<file path="src/rtl/sdram_loader_pkg.sv">
// Shared definitions for the SDRAM block loader and the dual-read buffer it fills.
package sdram_loader_pkg;

  typedef enum logic [1:0] {
    ST_IDLE,
    ST_FETCH,
    ST_DRAIN,
    ST_DONE
  } loader_state_t;

  localparam int MAX_OUTSTANDING_DEFAULT = 4;
  localparam int BUF_DEPTH               = 512;

endpackage

</file>
<file path="src/rtl/sdram_loader_inflight.sv">
// Up/down count of SDRAM reads issued but not yet returned.
// A simultaneous issue and return leaves the count unchanged.
module sdram_loader_inflight #(
  parameter int MAX_OUTSTANDING = 4
) (
  input  logic CLOCK_50,
  input  logic RESET_N,
  input  logic clr,
  input  logic inc,
  input  logic dec,
  output logic full,
  output logic empty
);

  localparam int CW = $clog2(MAX_OUTSTANDING) + 1;

  logic [CW-1:0] count_reg;
  logic [CW-1:0] count_next;
  logic          dec_ok;

  // A return with nothing in flight cannot be ours, so it never underflows the count.
  assign dec_ok = dec && (count_reg != '0);

  always_comb begin
    count_next = count_reg;
    if (clr)
      count_next = '0;
    else if (inc && !dec_ok)
      count_next = count_reg + CW'(1);
    else if (dec_ok && !inc)
      count_next = count_reg - CW'(1);
  end

  always_ff @(posedge CLOCK_50) begin
    if (!RESET_N)
      count_reg <= '0;
    else
      count_reg <= count_next;
  end

  assign full  = (count_reg == CW'(MAX_OUTSTANDING));
  assign empty = (count_reg == '0);

endmodule

</file>
<file path="src/rtl/sdram_block_loader.sv">
// Streams a contiguous block of SDRAM words into the weight/input buffer,
// keeping several reads in flight and writing returns in issue order.
module sdram_block_loader
  import sdram_loader_pkg::*;
#(
  parameter int SDRAM_AW        = 22,
  parameter int BUF_AW          = $clog2(BUF_DEPTH),
  parameter int MAX_OUTSTANDING = MAX_OUTSTANDING_DEFAULT
) (
  input  logic                CLOCK_50,
  input  logic                RESET_N,
  input  logic                start,
  input  logic [SDRAM_AW-1:0] base_addr,
  input  logic [BUF_AW:0]     length,
  output logic                busy,
  output logic                done,
  output logic                rd_req,
  output logic [SDRAM_AW-1:0] rd_addr,
  input  logic                rd_ack,
  input  logic                rd_data_valid,
  input  logic [15:0]         rd_data,
  output logic                WR,
  output logic [BUF_AW-1:0]   wr_address_word,
  output logic [15:0]         wr_data_word
);

  localparam int              LW      = BUF_AW + 1;
  localparam logic [LW-1:0]   LEN_MAX = LW'(2 ** BUF_AW);

  loader_state_t       state_reg, state_next;
  logic [SDRAM_AW-1:0] base_reg;
  logic [LW-1:0]       len_reg;
  logic [LW-1:0]       issue_cnt_reg;
  logic [LW-1:0]       recv_cnt_reg;
  logic                wr_reg;
  logic [BUF_AW-1:0]   wr_addr_reg;
  logic [15:0]         wr_data_reg;

  logic accept, issue, take, win_full, win_empty, active;

  assign accept = (state_reg == ST_IDLE) && start;
  assign active = (state_reg == ST_FETCH) || (state_reg == ST_DRAIN);

  // Request depends only on registered state, so it stays put until acknowledged.
  assign rd_req  = (state_reg == ST_FETCH) && (issue_cnt_reg < len_reg) && !win_full;
  assign rd_addr = (state_reg == ST_FETCH) ? base_reg + SDRAM_AW'(issue_cnt_reg) : '0;
  assign issue   = rd_req && rd_ack;
  assign take    = rd_data_valid && active && !win_empty;

  assign busy            = (state_reg != ST_IDLE);
  assign done            = (state_reg == ST_DONE);
  assign WR              = wr_reg;
  assign wr_address_word = wr_addr_reg;
  assign wr_data_word    = wr_data_reg;

  sdram_loader_inflight #(
    .MAX_OUTSTANDING (MAX_OUTSTANDING)
  ) u_inflight (
    .CLOCK_50 (CLOCK_50),
    .RESET_N  (RESET_N),
    .clr      (accept),
    .inc      (issue),
    .dec      (take),
    .full     (win_full),
    .empty    (win_empty)
  );

  always_comb begin
    state_next = state_reg;
    case (state_reg)
      ST_IDLE:  if (start) state_next = (length == '0) ? ST_DONE : ST_FETCH;
      ST_FETCH: if (issue && (issue_cnt_reg + LW'(1) == len_reg)) state_next = ST_DRAIN;
      // recv_cnt reaches len on the same edge that registers the final WR.
      ST_DRAIN: if (recv_cnt_reg == len_reg) state_next = ST_DONE;
      ST_DONE:  state_next = ST_IDLE;
      default:  state_next = ST_IDLE;
    endcase
  end

  always_ff @(posedge CLOCK_50) begin
    if (!RESET_N) begin
      state_reg     <= ST_IDLE;
      base_reg      <= '0;
      len_reg       <= '0;
      issue_cnt_reg <= '0;
      recv_cnt_reg  <= '0;
      wr_reg        <= 1'b0;
      wr_addr_reg   <= '0;
      wr_data_reg   <= '0;
    end else begin
      state_reg <= state_next;
      wr_reg    <= take;
      if (accept) begin
        base_reg      <= base_addr;
        len_reg       <= (length > LEN_MAX) ? LEN_MAX : length;
        issue_cnt_reg <= '0;
        recv_cnt_reg  <= '0;
      end else begin
        if (issue) issue_cnt_reg <= issue_cnt_reg + LW'(1);
        if (take)  recv_cnt_reg  <= recv_cnt_reg + LW'(1);
      end
      if (take) begin
        wr_addr_reg <= recv_cnt_reg[BUF_AW-1:0];
        wr_data_reg <= rd_data;
      end
    end
  end

endmodule

</file>
<file path="config.mk">
export PLATFORM = sky130hd
export DESIGN_NAME = sdram_block_loader
export DESIGN_NICKNAME = d
export VERILOG_FILES = /design/src/rtl/sdram_loader_pkg.sv /design/src/rtl/sdram_loader_inflight.sv /design/src/rtl/sdram_block_loader.sv
export SDC_FILE = /design/constraint.sdc
export NUM_CORES = 1
export LEC_CHECK = 0
export CAP_MARGIN = 20
export CELL_PAD_IN_SITES_DETAIL_PLACEMENT = 0
export CELL_PAD_IN_SITES_GLOBAL_PLACEMENT = 2
export CORE_MARGIN = 5
export CORE_UTILIZATION = 30
export CTS_BUF_LIST = sky130_fd_sc_hd__clkbuf_4
export CTS_CLUSTER_DIAMETER = 80
export DETAILED_ROUTE_END_ITERATION = 8
export PLACE_DENSITY = 0.86
export SLEW_MARGIN = 20
export SYNTH_ARGS = -nofsm -noshare
export SYNTH_HDL_FRONTEND = slang
export SYNTH_SLANG_ARGS = --single-unit
export TNS_END_PERCENT = 5
</file>
<file path="constraint.sdc">
create_clock -name CLOCK_50 -period 4.49 [get_ports CLOCK_50]
set_input_delay 0.6735 -clock CLOCK_50 [delete_from_list [all_inputs] [get_ports CLOCK_50]]
set_output_delay 0.6735 -clock CLOCK_50 [all_outputs]
set_load 0.02 [all_outputs]
</file>
==> impl_metrics.toml <==
[layout]
final_cells = 810
largest_reg_flops = 22
final_cell_mix = "103 x sky130_fd_sc_hd__clkdlybuf4s50_1, 83 x sky130_fd_sc_hd__dfxtp_1, 82 x sky130_fd_sc_hd__nand2_1"
layout-area-overhead-vs-synth_pct = 31.74
nets = 703
final_common_cell = "sky130_fd_sc_hd__clkdlybuf4s50_1"
post_route_cells_drive_above_1_share_pct = 4.320

[sta]
final.setup_skew_ps = 29.32
setup_total_negative_slack_ps = 0
finalSetupViolations = 0
final_hold_viol_count = 0
timing_worst_slew_pin_value_ps = 973.2
maxSlewViolCount = 0
max_freq_mhz = 243.5
final.period_utilization_pct = 91.48
rsz0062_at_grt = "no"
max_slew_margin_pct = 35.05
period_needed_ps = 4107

[clock_tree]
clk_root_buffer_cell = "sky130_fd_sc_hd__clkbuf_4"
clkTransAtPathRegs_ps = 150
cts.repair_timing.setup_buffer_count = 0
cts_htree_levels = 3
cts.path.max_buffers = 2
cts_tree = "yes"
clk_latency_ps = 470
numClockSinks = 83
cts_made_buffers = 9
cts_hold_buffers = 0

[pwr]
combinationalPowerShare_pct = 34.5
internal_power_mw = 1.238
seq_power_share_pct = 43.7
clock_power_share_pct = 21.8
cellLeakagePower_nw = 2.128
p_switching_mw = 0.7811
cellPowerDensity_nw_per_um2 = 353.9
power.ir.vdd_worst_mv = 0.1480
swShare_pct = 38.68

[yosys]
synthesized_netlist_net_count = 604
yosysUniqueCellTypes = 44
post_synth_fa_ha_maj_area_fraction_pct = 9.012
synth_enable_flop_cells = 0
synth_simple_gate_area_share_pct = 20.45
post_synth_xor_area_fraction_pct = 10.72
synth_seq_cells = 83
synth.cell_area_sq_um = 4332
synth_compound_area_share_pct = 17.68
ys_top_cells_by_area = "sky130_fd_sc_hd__dfxtp_1 38%, sky130_fd_sc_hd__ha_1 8.1%, sky130_fd_sc_hd__nand2_1 7.2%, sky130_fd_sc_hd__xor2_1 6.5%, sky130_fd_sc_hd__a21oi_1 5.3%"
synth_top_family_by_area = "simple AND/OR/NAND/NOR gates"
synth.largest_area_cell = "sky130_fd_sc_hd__dfxtp_1"
synthArstFlopShare_pct = 0
ys_dominant_reg_cell = "sky130_fd_sc_hd__dfxtp_1"
syn_area_per_cell_sq_um = 8.314
synthCells = 521
post-synth-top-area-fraction_pct = 38.36
post_synth_mux_area_share_pct = 0.2311
synth_warnings = 0
seq_area_frac_synth_pct = 38.36

[worst_setup_path]
path_cells = "ha_1, fa_1, a21oi_1, o22ai_1, o21ai_0, o21a_1, nor3b_1, xnor2_1, nor2_1, clkdlybuf4s50_1"
critical_path.n_buffers_inverters = 1
timing.critical_path.max_delay_family = "compound AO/OA/AOI/OAI gates"
cp_data_arrival_time_ps = 3430
critical_path.endpoint_type = "output port"
startpoint_to_endpoint_class_of_the_critical_path = "register to output port"
worst_setup_path_start_kind = "register"
crit_fanout = 9
critical_path.slowest_cell = "sky130_fd_sc_hd__clkdlybuf4s50_1"
critical-path-max-stage-delay_ps = 610
required_ps = 3820

[global_route]
grt_overflow = 0
grt_max_degree = 33
grt_overall_usage_pct = 14.43
grt_first_pass_wirelength_um = 19500
antenna_found_initial = 1
grt_pass1_vias = 3963

[floorplanning]
ioPinCount = 104
start_util_pct = 30.15
chipWidth_um = 130.2
floorplan_die_height_um = 130.2
die_area_sq_um = 16940
rows = 44
core_region_area_sq_um = 14370

[route]
routed_via_density = 4.815
totalWireLength_um = 11980
post_route_ant_nets = 0
highest-signal-layer = "met4"
wl_met3_um = 652
drt-pass1-iter-count = 5
remaining_drc_errors = 0
drt_iter0_drc = 163
vias = 3900
routedWlPerCell_um = 14.79
dr_wl_met2_um = 5431
met1Wirelength_um = 5710

[outcome]
outcome = "finished, final reports clean"

[placed_design]
dp.cells = 793
hpwl_um = 9083
globalplace.congestion = 0.8658
numPortBuffers = 103

[min_path]
hp-class = "register to register"

[flow_run]
cap_violations = 0
per-stage QoR:
| step | utilization, % | setup WS, ps | cell area [sq um] | hold WS [ps] | total power [mW] |
|---|---|---|---|---|---|
| after detailed placement | 38.66 | 800.8 | 5555 | 446.1 | 1.596 |
| after floorplan | - | 1200 | 4332 | 456.3 | 1.326 |
| after CTS | 39.63 | 260.7 | 5694 | 466.8 | 2.049 |
| final | 39.72 | 382.7 | 5707 | 464.2 | 2.020 |
| after global routing | 39.72 | 107.8 | 5707 | 482.4 | 2.156 |
| after global placement | 38.66 | 868.6 | 5555 | 444.5 | 1.583 |
layer usage:
layer / GRT usage (%) / up-vias
li1: - / 2001
met1: 18.66 / 1773
met2: 23.69 / 112
met3: 2.661 / 14
met4: 5.868 / 0
met5: 0 / -
path summary, 6_finish.rpt:
check                           from                 endpoint  cells after the start  slack (ps)
setup reg to reg    issue_cnt_reg[6]  u_inflight.count_reg[2]                     12         930
setup / recovery    issue_cnt_reg[0]              rd_addr[18]                     10         380
hold / removal    wr_address_word[4]       wr_address_word[4]                      2         460
hold reg to reg   wr_address_word[4]       wr_address_word[4]                      2         460
power by group through the flow:
stage	registers (mW)	logic, mW	clock network, mW
final	0.883	0.696	0.440
after global routing	0.896	0.770	0.490
after CTS	0.884	0.700	0.464
after detailed placement	0.900	0.695	0
after global placement	0.898	0.685	0
after floorplan	0.892	0.433	0
tightest hold or removal path, delay by kind of cell, from the launching register on:
family	cells	cell delay, ps
simple gates	1	50
flops	1	340
compound gates	1	50
Yosys cell counts, drive strengths merged (2+ instances only):
library cell,number
dfxtp,83
nand2,83
nor2,50
a21oi,46
xor2,32
ha,28
o21ai,27
a22o,23
inv,22
xnor2,21
clkbuf,18
nand3,13
nor3,12
and3,7
or3,7
nand4,6
a211oi,5
nor2b,4
and2,3
nor3b,3
nor4,3
and4,2
fa,2
o21a,2
o21bai,2
final cells by class:
| type | instances | area, sq um |
|---|---|---|
| fillers | 1469 | 8662 |
| inverters | 22 | 82.58 |
| clock inverters | 7 | 71.32 |
| well taps | 184 | 230.2 |
| flip-flops and latches | 83 | 1662 |
| multi-input cells | 397 | 2530 |
| clock buffers | 9 | 67.56 |
| repair buffers | 107 | 1061 |
| diodes | 1 | 2.502 |
cells by family after synthesis:
kind of cell | Yosys count
adder cells (fa/ha/maj) | 30
buffers and inverters | 41
AO/OA/AOI/OAI | 116
XOR/XNOR | 53
AND/OR/NAND/NOR | 197
flip-flops | 83
multiplexers | 1
timing repair:
item / CTS / global route
gates resized for setup: 0 / 1
setup endpoints to repair: 0 / 2
endpoints found under the hold margin: 0 / 0
No activity file was read; power rests on OpenSTA's default activity.
